$ cat config.mk
export PLATFORM = sky130hd
export DESIGN_NAME = riscv_run_ctrl
export DESIGN_NICKNAME = d
export VERILOG_FILES = /design/src/rtl/riscv_run_ctrl.sv
export SDC_FILE = /design/constraint.sdc
export NUM_CORES = 1
export LEC_CHECK = 0
export ABC_CLOCK_PERIOD_IN_PS = 4170
export CELL_PAD_IN_SITES_DETAIL_PLACEMENT = 0
export CELL_PAD_IN_SITES_GLOBAL_PLACEMENT = 1
export CORE_MARGIN = 4
export CORE_UTILIZATION = 35
export CTS_CLUSTER_DIAMETER = 60
export DETAILED_ROUTE_END_ITERATION = 7
export MAX_ROUTING_LAYER = met4
export PLACE_DENSITY_LB_ADDON = 0.05
export SLEW_MARGIN = 20
export SYNTH_ARGS = -nofsm -noshare
export SYNTH_HDL_FRONTEND = slang
export SYNTH_SLANG_ARGS = --single-unit
$ cat constraint.sdc
create_clock -name clk -period 4.17 [get_ports clk]
set_clock_uncertainty 0.15 [all_clocks]
set_input_delay 0.834 -clock clk [delete_from_list [all_inputs] [get_ports clk]]
set_output_delay 0.834 -clock clk [all_outputs]
set_load 0.01 [all_outputs]
$ cat src/rtl/riscv_run_ctrl.sv
// riscv_run_ctrl: loads a program into imem, releases the core from a latched PC,
// and reports how the run ended together with its cycle count.
module riscv_run_ctrl #(
    parameter int WIDTH = 32,
    parameter int IADDR = 16,
    parameter int CYC_W = 32
) (
    input  logic             clk,
    input  logic             reset_n,
    input  logic             host_start,
    input  logic [WIDTH-1:0] start_pc,
    input  logic [CYC_W-1:0] timeout,
    input  logic             host_valid,
    output logic             host_ready,
    input  logic [WIDTH-1:0] host_data,
    input  logic             host_last,
    input  logic             abort,
    output logic             imem_wr_en,
    output logic [IADDR-1:0] imem_wr_addr,
    output logic [WIDTH-1:0] imem_wr_data,
    output logic             core_reset_n,
    output logic [WIDTH-1:0] core_init_pc,
    input  logic             core_fin,
    output logic             busy,
    output logic             done,
    output logic [1:0]       status,
    output logic [CYC_W-1:0] cycle_count
);
    typedef enum logic [1:0] {IDLE, LOAD, RUN, DONE} state_t;

    state_t           state, state_n;
    logic [1:0]       status_n;
    logic [IADDR-1:0] addr;
    logic [CYC_W-1:0] tmo, cnt_inc;
    logic             xfer, launch;

    assign host_ready   = state == LOAD;
    assign xfer         = host_valid && host_ready;
    assign imem_wr_en   = xfer;
    assign imem_wr_addr = addr;
    assign imem_wr_data = host_data;
    assign busy         = state == LOAD || state == RUN;
    assign done         = state == DONE;
    assign launch       = (state == IDLE || state == DONE) && host_start;
    assign cnt_inc      = &cycle_count ? cycle_count : cycle_count + CYC_W'(1);

    always_comb begin
        state_n  = state;
        status_n = status;
        case (state)
            IDLE, DONE: if (host_start) begin
                state_n  = LOAD;
                status_n = 2'b00;
            end
            LOAD: if (abort || (xfer && !host_last && &addr)) begin
                state_n  = DONE;
                status_n = 2'b11;
            end else if (xfer && host_last) begin
                state_n  = RUN;
            end
            RUN: if (abort) begin
                state_n  = DONE;
                status_n = 2'b11;
            end else if (core_fin) begin
                state_n  = DONE;
                status_n = 2'b01;
            end else if (tmo != '0 && cnt_inc == tmo) begin
                state_n  = DONE;
                status_n = 2'b10;
            end
            default: state_n = IDLE;
        endcase
    end

    // core reset follows the next state so the core runs exactly during RUN cycles
    always_ff @(posedge clk or negedge reset_n) begin
        if (!reset_n) begin
            state        <= IDLE;
            status       <= 2'b00;
            core_reset_n <= 1'b0;
            core_init_pc <= '0;
            tmo          <= '0;
            addr         <= '0;
            cycle_count  <= '0;
        end else begin
            state        <= state_n;
            status       <= status_n;
            core_reset_n <= state_n == RUN;
            if (launch) begin
                core_init_pc <= start_pc;
                tmo          <= timeout;
                addr         <= '0;
                cycle_count  <= '0;
            end
            if (xfer && !(&addr))
                addr <= addr + IADDR'(1);
            if (state == RUN)
                cycle_count <= cnt_inc;
        end
    end
endmodule

# After elaboration in Yosys (flattened, before gate mapping)
# Cells that the tools add are included.
dict set report totals {
  ff_bits 117
  inputBits 103
  output_inout_bits 119
  elab_cells 55
}
dict set report op_classes {
  addsub 2
  n_eq_ne 8
  mux 18
  reduce_logical 20
}
# operator count
set ops {}
lappend ops {{2-to-1 mux 32 bit} 3}
lappend ops {{adder 32 x 1 -> 32 bit (second input constant)} 1}
lappend ops {{== test 32 bit} 1}
lappend ops {{2-to-1 mux 16 bit} 2}
lappend ops {{AND reduction 32 bit} 1}
lappend ops {{nonzero test 32 bit} 1}
lappend ops {{2-to-1 mux 2 bit} 11}
lappend ops {{adder 16 x 1 -> 16 bit (second input constant)} 1}
lappend ops {{AND reduction 16 bit} 1}
lappend ops {{one-hot mux 2 bit (3 select lines)} 2}
lappend ops {{logical AND 1 bit} 7}
lappend ops {{== test 2 bit (second input constant)} 3}
lappend ops {{!= test 4 x 3 -> 1 bit (second input constant)} 1}
lappend ops {{nonzero test 2 bit} 2}
lappend ops {{logical OR 1 bit} 3}
lappend ops {{AND reduction 3 bit} 1}
lappend ops {{== test 2 x 1 -> 1 bit (second input constant)} 1}
lappend ops {{zero test 1 bit} 2}
lappend ops {{zero test 2 bit} 1}
lappend ops {{!= test 2 x 1 -> 1 bit (second input constant)} 1}
lappend ops {{!= test 2 bit (second input constant)} 1}
lappend ops {{OR reduction 2 bit} 1}

# Depth between registers and ports, before layout
# Gate-level depths: netlist of the first run.
dict set report depth {
  depth_word 9
  mapped_depth 13
  depth_no_buf 11
}

# Worst setup path after synthesis of the first run
# Ideal clock, no wire load.
dict set report synth_path {
  path_type {reg-to-reg}
  start {register cycle_count[1]}
  end {register core_reset_n}
  arrival_ps 2785
  t_required_ps 3894
  slack_ps 1109
  stages_incl_launch_ff 14
  path_buffers 2
  path_cell_list {dfrtp_1 -> ha_1 -> buf_2 -> nand4_1 -> nor3_2 -> buf_2 -> o2111ai_1 -> xor2_1 -> o22ai_1 -> a2111oi_0 -> and4_1 -> nand3_1 -> a221oi_2 -> nor2b_1}
}
dict set report synth_via {
  elab_chain_len 9
  word_cells_on_any_way 10
}
# item line_no
set synth_rtl {}
lappend synth_rtl {{start: declaration} 27} ;# output logic [CYC_W-1:0] cycle_count
lappend synth_rtl {{start signal: assignment} 98} ;# cycle_count <= cnt_inc;
lappend synth_rtl {{adder 32 x 1 -> 32 bit or AND reduction 32 bit (tied branches)} 45} ;# assign cnt_inc = &cycle_count ? cycle_count : cycle_count + CYC_W'(1);
lappend synth_rtl {{2-to-1 mux 32 bit *} 45}
lappend synth_rtl {{== test 32 bit *} 67} ;# end else if (tmo != '0 && cnt_inc == tmo) begin
lappend synth_rtl {{logical AND 1 bit *} 67}
lappend synth_rtl {{2-to-1 mux 2 bit *} 67}
lappend synth_rtl {{2-to-1 mux 2 bit *} 64} ;# end else if (core_fin) begin
lappend synth_rtl {{2-to-1 mux 2 bit *} 61} ;# RUN: if (abort) begin
lappend synth_rtl {{one-hot mux 2 bit (3 select lines) *} 50} ;# case (state)
lappend synth_rtl {{net state_n[0]} 31} ;# state_t state, state_n;
lappend synth_rtl {{== test 2 bit *} 88} ;# core_reset_n <= state_n == RUN;
lappend synth_rtl {{end signal: assignment} 80} ;# core_reset_n <= 1'b0;
lappend synth_rtl {{end signal: assignment} 88}
lappend synth_rtl {{end: declaration} 21} ;# output logic core_reset_n,
# The timed path passes the listed nets; every way through them passes the cells marked *.
# A chain may end at the register's enable or synchronous reset.

# Worst setup path after layout of the first run
# Ends and elaborated chain as after synthesis.

==> insert_results.sql, run 1 <==
INSERT INTO impl_metrics (metric_group, metric, value, unit) VALUES
('floorplan', 'start_util', '0.355', ''),
('timing', 'timing.slew.headroom', '0.403', ''),
('critical_path', 'worst_r2r_startpoint', 'cycle_count[1]', ''),
('critical_path', 'critical_path.reg2reg.endpoint', 'core_reset_n', ''),
('synthesis', 'sequential_cell_area_fraction_in_the_yosys_report', '0.392', ''),
('clock_network', 'cts_tree', 'yes', ''),
('timing', 'part_of_the_cycle_the_worst_path_needs', '0.940', ''),
('power_and_ir_drop', 'seq_power_share', '0.338', ''),
('layout', 'num_antenna_cells', '0', ''),
('synthesis', 'synthesized_net_count', '912', ''),
('floorplan', 'chipHeight', '154', 'um'),
('layout', 'final_layout_size_suffix_gt1_frac', '0.180', ''),
('floorplan', 'fp.dieW', '154', 'um'),
('power_and_ir_drop', 'internal_power', '3.65', 'mW'),
('synthesis', 'post_synth_inst_count', '804', ''),
('power_and_ir_drop', 'sw_frac_of_total', '0.379', ''),
('grt', 'pin_count_of_the_biggest_net_entering_global_routing', '68', ''),
('synthesis', 'netlist-cell-type-count', '78', ''),
('critical_path', 'worst-r2r-cell-count', '13', ''),
('synthesis', 'syn-cell-area', '7460', 'um2'),
('timing', 'finalSetupTns', '0', 'ns'),
('power_and_ir_drop', 'comb_power_share', '0.401', ''),
('synthesis', 'synth_top_cells_by_area', 'sky130_fd_sc_hd__dfrtp_1 39%, sky130_fd_sc_hd__mux2_2 9.7%, sky130_fd_sc_hd__nand2_1 4.9%', ''),
('route', 'drc', '0', ''),
('layout', 'final_net_count', '1046', ''),
('timing', 'clock.fmax', '255', 'MHz'),
('critical_path', 'timing.critical_path.from_type', 'flip-flop', ''),
('synthesis', 'synth_top_cell_area_share', '0.392', ''),
('synthesis', 'yosys_warnings', '0', ''),
('layout', 'area_growth_syn_to_layout', '31.6', '%'),
('floorplan', 'core-area', '21000', 'um2'),
('critical_path', 'critPathMaxStageDelay', '0.47', 'ns'),
('synthesis', 'synthesis_stage_register_bit_count', '117', ''),
('timing', 'setup_viol_count_final', '0', ''),
('layout', 'layout.core_utilization', '0.467', ''),
('timing', 'min_period', '3.92', 'ns'),
('critical_path', 'setup.worst_path.start', 'cycle_count[1]', ''),
('clock_network', 'max-clock-path-buffers', '2', ''),
('layout', 'area_of_the_multi_input_gates', '4010', 'um2'),
('floorplan', 'dieArea', '23700', 'um2'),
('route', 'ant_nets', '0', ''),
('timing', 'report.final.slew_viol_count', '0', ''),
('route', 'dr_total_vias', '6943', ''),
('placement', 'post-place-cells', '1194', ''),
('clock_network', 'source_to_sink_clock_delay_at_the_later_pin_of_the_worst_skew_pair', '0.42', 'ns'),
('power_and_ir_drop', 'net-switching-power', '2.23', 'mW'),
('grt', 'grt.overflow.total', '0', ''),
('floorplan', 'row_count', '53', ''),
('placement', 'globalplace.congestion', '1.02', ''),
('status', 'run_status', 'complete, no violations', ''),
('critical_path', 'critPathArrivalTime', '4.07', 'ns'),
('critical_path', 'worstPathRequired', '4.32', 'ns'),
('power_and_ir_drop', 'power.density_cell_area', '599', 'nW/um2'),
('clock_network', 'clock-root-buffer', 'sky130_fd_sc_hd__clkbuf_16', ''),
('grt', 'grt_first_pass_wirelength', '42.8', 'mm'),
('critical_path', 'setup.worst_path.end_class', 'flip-flop', ''),
('placement', 'numPortBuffers', '157', ''),
('synthesis', 'synth_flop_cell', 'sky130_fd_sc_hd__dfrtp_1', ''),
('timing', 'unrepaired_setup_endpoints_after_global_routing', 'false', ''),
('layout', 'nFillCells', '1964', ''),
('critical_path', 'timing.critical_path.depth', '13', ''),
('clock_network', 'cts_inserted_buffers', '17', ''),
('synthesis', 'synth_area_leader_cell', 'sky130_fd_sc_hd__dfrtp_1', ''),
('layout', 'post_layout_nonfiller_instances', '1226', ''),
('clock_network', 'tritoncts_sinks', '117', ''),
('timing', 'worst_hold_slack', '0.347', 'ns'),
('run', 'maximum_capacitance_violations', '0', ''),
('timing', 'report.final.hold_viol_count', '0', ''),
('critical_path', 'critPathMaxFanout', '9', ''),
('critical_path', 'slowest_stage', 'sky130_fd_sc_hd__dfrtp_1', ''),
('route', 'drtIter0Drc', '417', '');
==> flip-flops by register name, summed over array words and instances (netlist names) <==
name and cells:
core_init_pc 32, cycle_count 32, tmo 32, imem_wr_addr 16, state 2, status 2, core_reset_n 1
==> layout make-up <==
cell class              instances  area share
repair buffers                195       0.191
clock inverters                14      0.0166
multi-input cells             590       0.408
well taps                     275      0.0350
flip-flops and latches        117       0.298
clock buffers                  18      0.0447
inverters                      17     0.00649
==> routing by layer <==
layer / part of all wire / wire [um] / vias up / track usage
li1: - / - / 3159 / -
met1: 0.43 / 12000 / 3433 / 0.308
met2: 0.46 / 12900 / 284 / 0.361
met3: 0.063 / 1750 / 67 / 0.0614
met4: 0.040 / 1110 / 0 / 0.0921
met5: 0 / 0 / - / -
==> cells by family (layout without fill, tap and decap cells) <==
logic type,count (synthesis),in the layout,synth area share
AO/OA/AOI/OAI,164,164,0.138
XOR/XNOR,39,39,0.0458
adder cells (fa/ha/maj),5,5,0.00838
buffers and inverters,97,244,0.0736
flip-flops,117,117,0.392
multiplexers,78,78,0.116
AND/OR/NAND/NOR,304,304,0.226
==> what timing repair did <==
item / in CTS / in global routing
endpoints found under the setup margin: 0 / 4
resized for setup: 0 / 3
hold buffers: 0 / 0
setup buffers: 0 / 0
==> how the worst min path moves through the flow <==
stage,startpoint,to,slack (ns)
after CTS,core_init_pc[3],core_init_pc[3],0.36
after global routing,core_init_pc[3],core_init_pc[3],0.37
after global placement,core_init_pc[10],core_init_pc[10],0.34
after floorplan,tmo[7],tmo[7],0.37
after detailed placement,core_init_pc[28],core_init_pc[28],0.35
final,reset_n,cycle_count[13],0.35
==> power groups by stage <==
stage / combinational [mW] / sequential (mW) / clock (mW)
6_report: 2.36 / 1.99 / 1.54
5_1_grt: 2.57 / 2.03 / 1.63
4_1_cts: 2.38 / 1.99 / 1.58
3_5_place_dp: 2.37 / 2.00 / 0
3_3_place_gp: 2.36 / 1.99 / 0
2_1_floorplan: 1.39 / 1.89 / 0
==> through the flow <==
stage          power, mW  cell area [um2]
6_report            5.89             9830
5_1_grt             6.23             9830
2_1_floorplan       3.27             7460
3_3_place_gp        4.35             9210
4_1_cts             5.95             9810
3_5_place_dp        4.37             9210
==> synth_stat cells, types with 3 or more instances <==
| library cell | number |
|---|---|
| sky130_fd_sc_hd__a211oi_1 | 4 |
| sky130_fd_sc_hd__mux2i_1 | 13 |
| sky130_fd_sc_hd__o211ai_1 | 6 |
| sky130_fd_sc_hd__nand4_1 | 25 |
| sky130_fd_sc_hd__buf_2 | 19 |
| sky130_fd_sc_hd__nand3_1 | 23 |
| sky130_fd_sc_hd__o21ai_0 | 62 |
| sky130_fd_sc_hd__mux2_2 | 64 |
| sky130_fd_sc_hd__nor3_2 | 3 |
| sky130_fd_sc_hd__and4_1 | 6 |
| sky130_fd_sc_hd__and2_1 | 4 |
| sky130_fd_sc_hd__nand3_2 | 3 |
| sky130_fd_sc_hd__ha_1 | 5 |
| sky130_fd_sc_hd__dfrtp_1 | 117 |
| sky130_fd_sc_hd__buf_4 | 36 |
| sky130_fd_sc_hd__nor3_1 | 11 |
| sky130_fd_sc_hd__xor2_1 | 16 |
| sky130_fd_sc_hd__a21oi_1 | 35 |
| sky130_fd_sc_hd__nand2b_1 | 12 |
| sky130_fd_sc_hd__xnor2_1 | 23 |
| sky130_fd_sc_hd__inv_1 | 17 |
| sky130_fd_sc_hd__nor2_1 | 50 |
| sky130_fd_sc_hd__clkbuf_1 | 20 |
| sky130_fd_sc_hd__buf_6 | 3 |
| sky130_fd_sc_hd__a31oi_1 | 9 |
| sky130_fd_sc_hd__o221ai_1 | 4 |
| sky130_fd_sc_hd__nor2b_1 | 5 |
| sky130_fd_sc_hd__o31ai_1 | 3 |
| sky130_fd_sc_hd__nor4_2 | 3 |
| sky130_fd_sc_hd__nor3b_1 | 3 |
| sky130_fd_sc_hd__nor4_1 | 17 |
| sky130_fd_sc_hd__nand4_4 | 3 |
| sky130_fd_sc_hd__a22oi_1 | 3 |
| sky130_fd_sc_hd__o22ai_1 | 4 |
| sky130_fd_sc_hd__and3_1 | 18 |
| sky130_fd_sc_hd__nand2_1 | 98 |
Note: power is estimated with default switching activity, not from simulation.
==> run 2, diff against run 1 <==
--- a/config.mk
+++ b/config.mk
@@ -6,14 +6,13 @@
 export NUM_CORES = 1
 export LEC_CHECK = 0
 export ABC_CLOCK_PERIOD_IN_PS = 4170
-export CELL_PAD_IN_SITES_DETAIL_PLACEMENT = 0
-export CELL_PAD_IN_SITES_GLOBAL_PLACEMENT = 1
 export CORE_MARGIN = 4
 export CORE_UTILIZATION = 35
 export CTS_CLUSTER_DIAMETER = 60
 export DETAILED_ROUTE_END_ITERATION = 7
 export MAX_ROUTING_LAYER = met4
 export PLACE_DENSITY_LB_ADDON = 0.05
+export SKIP_LAST_GASP = 1
 export SLEW_MARGIN = 20
 export SYNTH_ARGS = -nofsm -noshare
 export SYNTH_HDL_FRONTEND = slang
==> run 2 against run 1 <==
Compared with the run above:
- via count fell by 0.22%
- power is 0.17% lower
- clock-buffer cell count is 1 lower
- non-clock buffer count shrank 12
- setup slack worse by 0.072 ns
- highest routed layer unchanged
==> insert_results.sql, run 2 (synthesis results as in run 1) <==
INSERT INTO impl_metrics (metric_group, metric, value, unit) VALUES
('grt', 'groute.layer.met2.usage', '0.353', ''),
('clock_network', 'clock-root-buffer', 'sky130_fd_sc_hd__clkbuf_16', ''),
('layout', 'final_net_count', '1034', ''),
('route', 'drc', '0', ''),
('critical_path', 'setup.worst_path.end_class', 'flip-flop', ''),
('layout', 'nFillCells', '1996', ''),
('timing', 'timing.slew.headroom', '0.437', ''),
('route', 'dr_total_vias', '6928', ''),
('route', 'drt_wl_total', '27.3', 'mm'),
('critical_path', 'setup.worst_path.start', 'cycle_count[2]', ''),
('grt', 'initial_antenna_violation_count', '0', ''),
('critical_path', 'worstPathRequired', '4.32', 'ns'),
('power_and_ir_drop', 'power.clock.fraction', '0.259', ''),
('grt', 'grt_most_used_layer', 'met2', ''),
('grt', 'pin_count_of_the_biggest_net_entering_global_routing', '64', ''),
('placement', 'dp_hpwl', '20.4', 'mm'),
('critical_path', 'worst_r2r_startpoint', 'cycle_count[2]', ''),
('route', 'ant_nets', '0', ''),
('clock_network', 'cts_tree', 'yes', ''),
('power_and_ir_drop', 'sw_frac_of_total', '0.381', ''),
('route', 'vias_per_cell', '5.71', ''),
('critical_path', 'critical_path.reg2reg.endpoint', 'core_reset_n', ''),
('power_and_ir_drop', 'power.density_cell_area', '605', 'nW/um2'),
('layout', 'most-common-layout-cells', '156 x sky130_fd_sc_hd__clkdlybuf4s50_1, 117 x sky130_fd_sc_hd__dfrtp_1, 97 x sky130_fd_sc_hd__nand2_1, 64 x sky130_fd_sc_hd__mux2_2, 62 x sky130_fd_sc_hd__o21ai_0', ''),
('power_and_ir_drop', 'internal_power', '3.64', 'mW'),
('timing', 'min_period', '3.99', 'ns'),
('timing', 'report.final.slew_viol_count', '0', ''),
('timing', 'unrepaired_setup_endpoints_after_global_routing', 'false', ''),
('layout', 'area_of_the_multi_input_gates', '4000', 'um2'),
('grt', 'first_global_vias', '6909', ''),
('timing', 'setup_viol_count_final', '0', ''),
('floorplan', 'row_count', '53', ''),
('clock_network', 'tritoncts_sinks', '117', ''),
('timing', 'clock.fmax', '250', 'MHz'),
('layout', 'post_layout_nonfiller_instances', '1213', ''),
('power_and_ir_drop', 'comb_power_share', '0.401', ''),
('critical_path', 'timing_worst_setup_path_type', 'flip-flop to flip-flop', ''),
('placement', 'post-place-cells', '1182', ''),
('power_and_ir_drop', 'net-switching-power', '2.24', 'mW'),
('grt', 'grt.overflow.total', '0', ''),
('clock_network', 'path_clk_slew', '0.06', 'ns'),
('critical_path', 'critPathArrivalTime', '4.15', 'ns'),
('clock_network', 'cts_setup_buffers', '0', ''),
('floorplan', 'dieArea', '23700', 'um2'),
('layout', 'final_layout_size_suffix_gt1_frac', '0.167', ''),
('route', 'first_pass_iters', '5', ''),
('floorplan', 'io_pins', '222', ''),
('layout', 'area.sequential', '2930', 'um2'),
('power_and_ir_drop', 'static-leakage-power', '3.85', 'nW'),
('layout', 'most_common_library_cell_in_the_layout_ignoring_fill_and_taps', 'sky130_fd_sc_hd__clkdlybuf4s50_1', ''),
('floorplan', 'chipHeight', '154', 'um'),
('power_and_ir_drop', 'totalPowerFinal', '5.88', 'mW'),
('status', 'run_status', 'complete, no violations', ''),
('power_and_ir_drop', 'ir_drop', '0.000371', 'V'),
('clock_network', 'max-clock-path-buffers', '2', ''),
('clock_network', 'cts_inserted_buffers', '17', ''),
('layout', 'layout.core_utilization', '0.462', ''),
('critical_path', 'critPathMaxFanout', '12', ''),
('route', 'drtIter0Drc', '453', ''),
('grt', 'grtUsageMet1', '0.296', ''),
('power_and_ir_drop', 'seq_power_share', '0.340', ''),
('run', 'maximum_capacitance_violations', '0', ''),
('grt', 'grtUsageTotal', '0.233', ''),
('placement', 'numPortBuffers', '157', ''),
('critical_path', 'timing.critical_path.from_type', 'flip-flop', ''),
('layout', 'num_antenna_cells', '0', ''),
('min_path', 'min-delay-path-class', 'primary input to async pin', ''),
('timing', 'part_of_the_cycle_the_worst_path_needs', '0.957', ''),
('layout', 'area_growth_syn_to_layout', '30.1', '%'),
('floorplan', 'core-area', '21000', 'um2'),
('timing', 'report.final.hold_viol_count', '0', ''),
('clock_network', 'ctsHtreeMaxLevel', '4', ''),
('clock_network', 'cts-hold-fix-buffers', '0', ''),
('timing', 'tightestPinTransition', '0.838', 'ns'),
('layout', 'largest_registers', 'core_init_pc (32), cycle_count (32), tmo (32)', ''),
('floorplan', 'start_util', '0.355', ''),
('critical_path', 'timing.reg2reg.setup_slack', '0.18', 'ns'),
('placement', 'globalplace.congestion', '1.04', ''),
('clock_network', 'source_to_sink_clock_delay_at_the_later_pin_of_the_worst_skew_pair', '0.43', 'ns'),
('clock_network', 'cts_repair_resize_count', '0', ''),
('grt', 'grt_first_pass_wirelength', '41.9', 'mm'),
('critical_path', 'worst-r2r-cell-count', '10', ''),
('timing', 'finalSetupTns', '0', 'ns'),
('floorplan', 'fp.dieW', '154', 'um'),
('route', 'routedWlPerCell', '22.5', 'um'),
('grt', 'global_route_track_usage_on_met3', '0.0574', '');
-- run 2: final cells by class --
class / instances / area share
Clock buffer: 17 / 0.0438
Timing Repair Buffer: 183 / 0.184
Sequential cell: 117 / 0.301
Tap cell: 275 / 0.0354
Clock inverter: 14 / 0.0170
Multi-Input combinational cell: 590 / 0.412
Inverter: 17 / 0.00657
-- run 2: power groups by stage --
| stage | Sequential (mW) | Combinational, mW | Clock, mW |
|---|---|---|---|
| 4_1_cts | 1.99 | 2.37 | 1.56 |
| 3_3_place_gp | 1.99 | 2.36 | 0 |
| 3_5_place_dp | 2.00 | 2.36 | 0 |
| 2_1_floorplan | 1.89 | 1.39 | 0 |
| 5_1_grt | 2.04 | 2.56 | 1.61 |
| 6_report | 2.00 | 2.35 | 1.52 |
-- run 2: worst max-delay path by stage --
stage                               to
after floorplan           core_reset_n
after global placement    core_reset_n
after detailed placement  core_reset_n
after CTS                 core_reset_n
after global routing      core_reset_n
final                     core_reset_n
-- run 2: per-stage QoR --
step                      setup WS (ns)  hold WS [ns]  cell area (um2)
after floorplan                    1.11         0.368             7460
final                             0.178         0.321             9710
after global placement            0.171         0.337             9120
after CTS                         0.274         0.358             9710
after detailed placement          0.305         0.341             9120
after global routing             0.0512         0.364             9710
-- run 2: layer usage --
metal | share of wire | vias up | routed length (um)
li1 | - | 3139 | -
met4 | 0.044 | 0 | 1200
met1 | 0.42 | 3373 | 11500
met2 | 0.46 | 337 | 12700
met5 | 0 | - | 0
met3 | 0.071 | 79 | 1940
-- run 2: worst max-delay path: stages (launching register included) --
cell and delay, ns:
sky130_fd_sc_hd__dfrtp_1 0.58, sky130_fd_sc_hd__nand3_1 0.39, sky130_fd_sc_hd__nor2_2 0.42, sky130_fd_sc_hd__nand4_1 0.17
sky130_fd_sc_hd__a311oi_1 0.73, sky130_fd_sc_hd__xnor2_1 0.24, sky130_fd_sc_hd__o221ai_1 0.25, sky130_fd_sc_hd__nor4_2 0.38
sky130_fd_sc_hd__nand3_1 0.17, sky130_fd_sc_hd__a221oi_2 0.32, sky130_fd_sc_hd__nor2b_1 0.07
==> run 3, diff against run 2 <==
--- a/config.mk
+++ b/config.mk
@@ -6,7 +6,7 @@
 export NUM_CORES = 1
 export LEC_CHECK = 0
 export ABC_CLOCK_PERIOD_IN_PS = 4170
-export CORE_MARGIN = 4
+export CORE_MARGIN = 1
 export CORE_UTILIZATION = 35
 export CTS_CLUSTER_DIAMETER = 60
 export DETAILED_ROUTE_END_ITERATION = 7
==> run 3 against run 2 <==
Compared with the run above:
- die area down 7.6%
- critical path depth is 2 higher
- via count is 0.77% higher
- cell area rose by 1.7%
- clock-buffer cell count rose by 1
- clock power up 3%
- register-to-register slack better by 0.12 ns
- combinational power barely moved
- maximum frequency increased by 3.1%
- critical path type unchanged
- non-clock buffer count rose by 19
- largest cell class unchanged
- first-iteration DRC count rose by 16%
- sequential cell count unchanged
==> insert_results.sql, run 3 (synthesis results as in run 1) <==
INSERT INTO impl_metrics (metric_group, metric, value, unit) VALUES
('status', 'run_status', 'complete, no violations', ''),
('floorplan', 'row_count', '53', ''),
('layout', 'largest_registers', 'core_init_pc (32), cycle_count (32), tmo (32)', ''),
('grt', 'grt.overflow.total', '0', ''),
('min_path', 'min-delay-path-class', 'primary input to async pin', ''),
('layout', 'post_layout_nonfiller_instances', '1232', ''),
('power_and_ir_drop', 'sw_frac_of_total', '0.373', ''),
('clock_network', 'cts-hold-fix-buffers', '0', ''),
('timing', 'part_of_the_cycle_the_worst_path_needs', '0.929', ''),
('power_and_ir_drop', 'comb_power_share', '0.399', ''),
('floorplan', 'dieArea', '21900', 'um2'),
('route', 'drt_wl_total', '27.7', 'mm'),
('grt', 'grt_first_pass_wirelength', '42.7', 'mm'),
('timing', 'clock.fmax', '258', 'MHz'),
('route', 'ant_nets', '0', ''),
('grt', 'pin_count_of_the_biggest_net_entering_global_routing', '68', ''),
('timing', 'report.final.slew_viol_count', '0', ''),
('clock_network', 'max-clock-path-buffers', '2', ''),
('placement', 'numPortBuffers', '157', ''),
('grt', 'first_global_vias', '7015', ''),
('clock_network', 'cts_inserted_buffers', '17', ''),
('critical_path', 'timing.critical_path.from_type', 'flip-flop', ''),
('critical_path', 'timing.reg2reg.setup_slack', '0.30', 'ns'),
('run', 'maximum_capacitance_violations', '0', ''),
('timing', 'min_period', '3.87', 'ns'),
('timing', 'timing.slew.headroom', '0.442', ''),
('layout', 'area_growth_syn_to_layout', '32.4', '%'),
('power_and_ir_drop', 'seq_power_share', '0.337', ''),
('placement', 'globalplace.congestion', '0.975', ''),
('critical_path', 'critPathArrivalTime', '4.02', 'ns'),
('layout', 'most_common_library_cell_in_the_layout_ignoring_fill_and_taps', 'sky130_fd_sc_hd__clkdlybuf4s50_1', ''),
('clock_network', 'clock-root-buffer', 'sky130_fd_sc_hd__clkbuf_16', ''),
('critical_path', 'setup.worst_path.end_class', 'flip-flop', ''),
('timing', 'report.final.hold_viol_count', '0', ''),
('route', 'vias_per_cell', '5.67', ''),
('clock_network', 'ctsHtreeMaxLevel', '4', ''),
('placement', 'pre_cts_ws', '0.298', 'ns'),
('timing', 'setup_ws', '0.297', 'ns'),
('layout', 'final_layout_size_suffix_gt1_frac', '0.184', ''),
('timing', 'tightestPinTransition', '0.838', 'ns'),
('layout', 'most-common-layout-cells', '156 x sky130_fd_sc_hd__clkdlybuf4s50_1, 117 x sky130_fd_sc_hd__dfrtp_1, 97 x sky130_fd_sc_hd__nand2_1, 64 x sky130_fd_sc_hd__mux2_2, 62 x sky130_fd_sc_hd__o21ai_0', ''),
('critical_path', 'worstPathRequired', '4.31', 'ns'),
('floorplan', 'start_util', '0.356', ''),
('clock_network', 'cts_tree', 'yes', ''),
('timing', 'setup_viol_count_final', '0', ''),
('placement', 'post-place-cells', '1201', ''),
('floorplan', 'core-area', '21000', 'um2'),
('grt', 'grtUsageTotal', '0.268', ''),
('clock_network', 'path_clk_slew', '0.07', 'ns'),
('clock_network', 'source_to_sink_clock_delay_at_the_later_pin_of_the_worst_skew_pair', '0.43', 'ns'),
('clock_network', 'tritoncts_sinks', '117', ''),
('critical_path', 'timing_worst_setup_path_type', 'flip-flop to flip-flop', ''),
('floorplan', 'chipHeight', '148', 'um'),
('layout', 'num_antenna_cells', '0', ''),
('route', 'first_pass_iters', '5', ''),
('power_and_ir_drop', 'internal_power', '3.70', 'mW'),
('power_and_ir_drop', 'net-switching-power', '2.20', 'mW'),
('grt', 'initial_antenna_violation_count', '0', ''),
('timing', 'unrepaired_setup_endpoints_after_global_routing', 'false', ''),
('floorplan', 'fp.dieW', '148', 'um'),
('route', 'dr_total_vias', '6981', ''),
('power_and_ir_drop', 'power.density_cell_area', '598', 'nW/um2'),
('power_and_ir_drop', 'ir_drop', '0.000344', 'V'),
('critical_path', 'critPathMaxFanout', '10', ''),
('power_and_ir_drop', 'totalPowerFinal', '5.90', 'mW'),
('placement', 'dp_hpwl', '21.1', 'mm'),
('layout', 'final_net_count', '1053', ''),
('power_and_ir_drop', 'power.clock.fraction', '0.264', ''),
('clock_network', 'cts_repair_resize_count', '0', ''),
('route', 'drtIter0Drc', '527', ''),
('clock_network', 'cts_setup_buffers', '0', ''),
('floorplan', 'io_pins', '222', ''),
('timing', 'finalSetupTns', '0', 'ns'),
('power_and_ir_drop', 'static-leakage-power', '3.95', 'nW'),
('route', 'routedWlPerCell', '22.5', 'um'),
('route', 'drc', '0', '');
==> run 3: final cells by class <==
class                      count  area (um2)
fill                        2050       11100
timing repair buffer         202        1930
tap                          275         344
inverter                      17        63.8
clock inverter                13         175
sequential                   117        2930
multi-input combinational    590        4000
clock buffer                  18         439
==> run 3: worst paths after layout <==
check / end / cells past startpoint / from
worst min-delay path: cycle_count[15] / 1 / reset_n
min in group clk: core_init_pc[12] / 1 / core_init_pc[12]
worst max-delay path: core_reset_n / 12 / cycle_count[0]
worst min register to register: core_init_pc[12] / 1 / core_init_pc[12]
max in group asynchronous: imem_wr_addr[13] / 2 / reset_n
worst max register to register: core_reset_n / 12 / cycle_count[0]
==> run 3: layer usage <==
layer  up-vias  wire (um)  GRT usage
li1       3167          -          -
met3        54       1730     0.0503
met2       333      12700      0.402
met5         -          0          -
met4         0        915      0.112
met1      3427      12300      0.354
==> run 3: metrics by stage <==
stage,hold WS [ns],utilization,area (um2)
CTS,0.356,0.471,9880
global route,0.368,0.471,9880
detailed placement,0.342,0.442,9270
global placement,0.338,0.442,9270
floorplan,0.368,-,7460
finish,0.352,0.471,9880
==> run 3: critical path: stages, from the launching register on <==
cell                       delay (ns)
sky130_fd_sc_hd__dfrtp_1         0.53
sky130_fd_sc_hd__ha_1            0.39
sky130_fd_sc_hd__and4_1          0.57
sky130_fd_sc_hd__nand3_4         0.19
sky130_fd_sc_hd__o211ai_2        0.33
sky130_fd_sc_hd__mux2_4          0.33
sky130_fd_sc_hd__a32oi_1         0.19
sky130_fd_sc_hd__o211ai_1        0.13
sky130_fd_sc_hd__nor3_1          0.27
sky130_fd_sc_hd__buf_4           0.16
sky130_fd_sc_hd__nand3_1         0.12
sky130_fd_sc_hd__a221oi_2        0.31
sky130_fd_sc_hd__nor2b_1         0.07
==> run 3: power by group through the flow <==
stage	Combinational, mW	Clock, mW	Sequential, mW
final	2.36	1.56	1.99
after global routing	2.56	1.64	2.03
after floorplan	1.39	0	1.89
after detailed placement	2.36	0	1.99
after global placement	2.35	0	1.99
after CTS	2.37	1.59	1.98
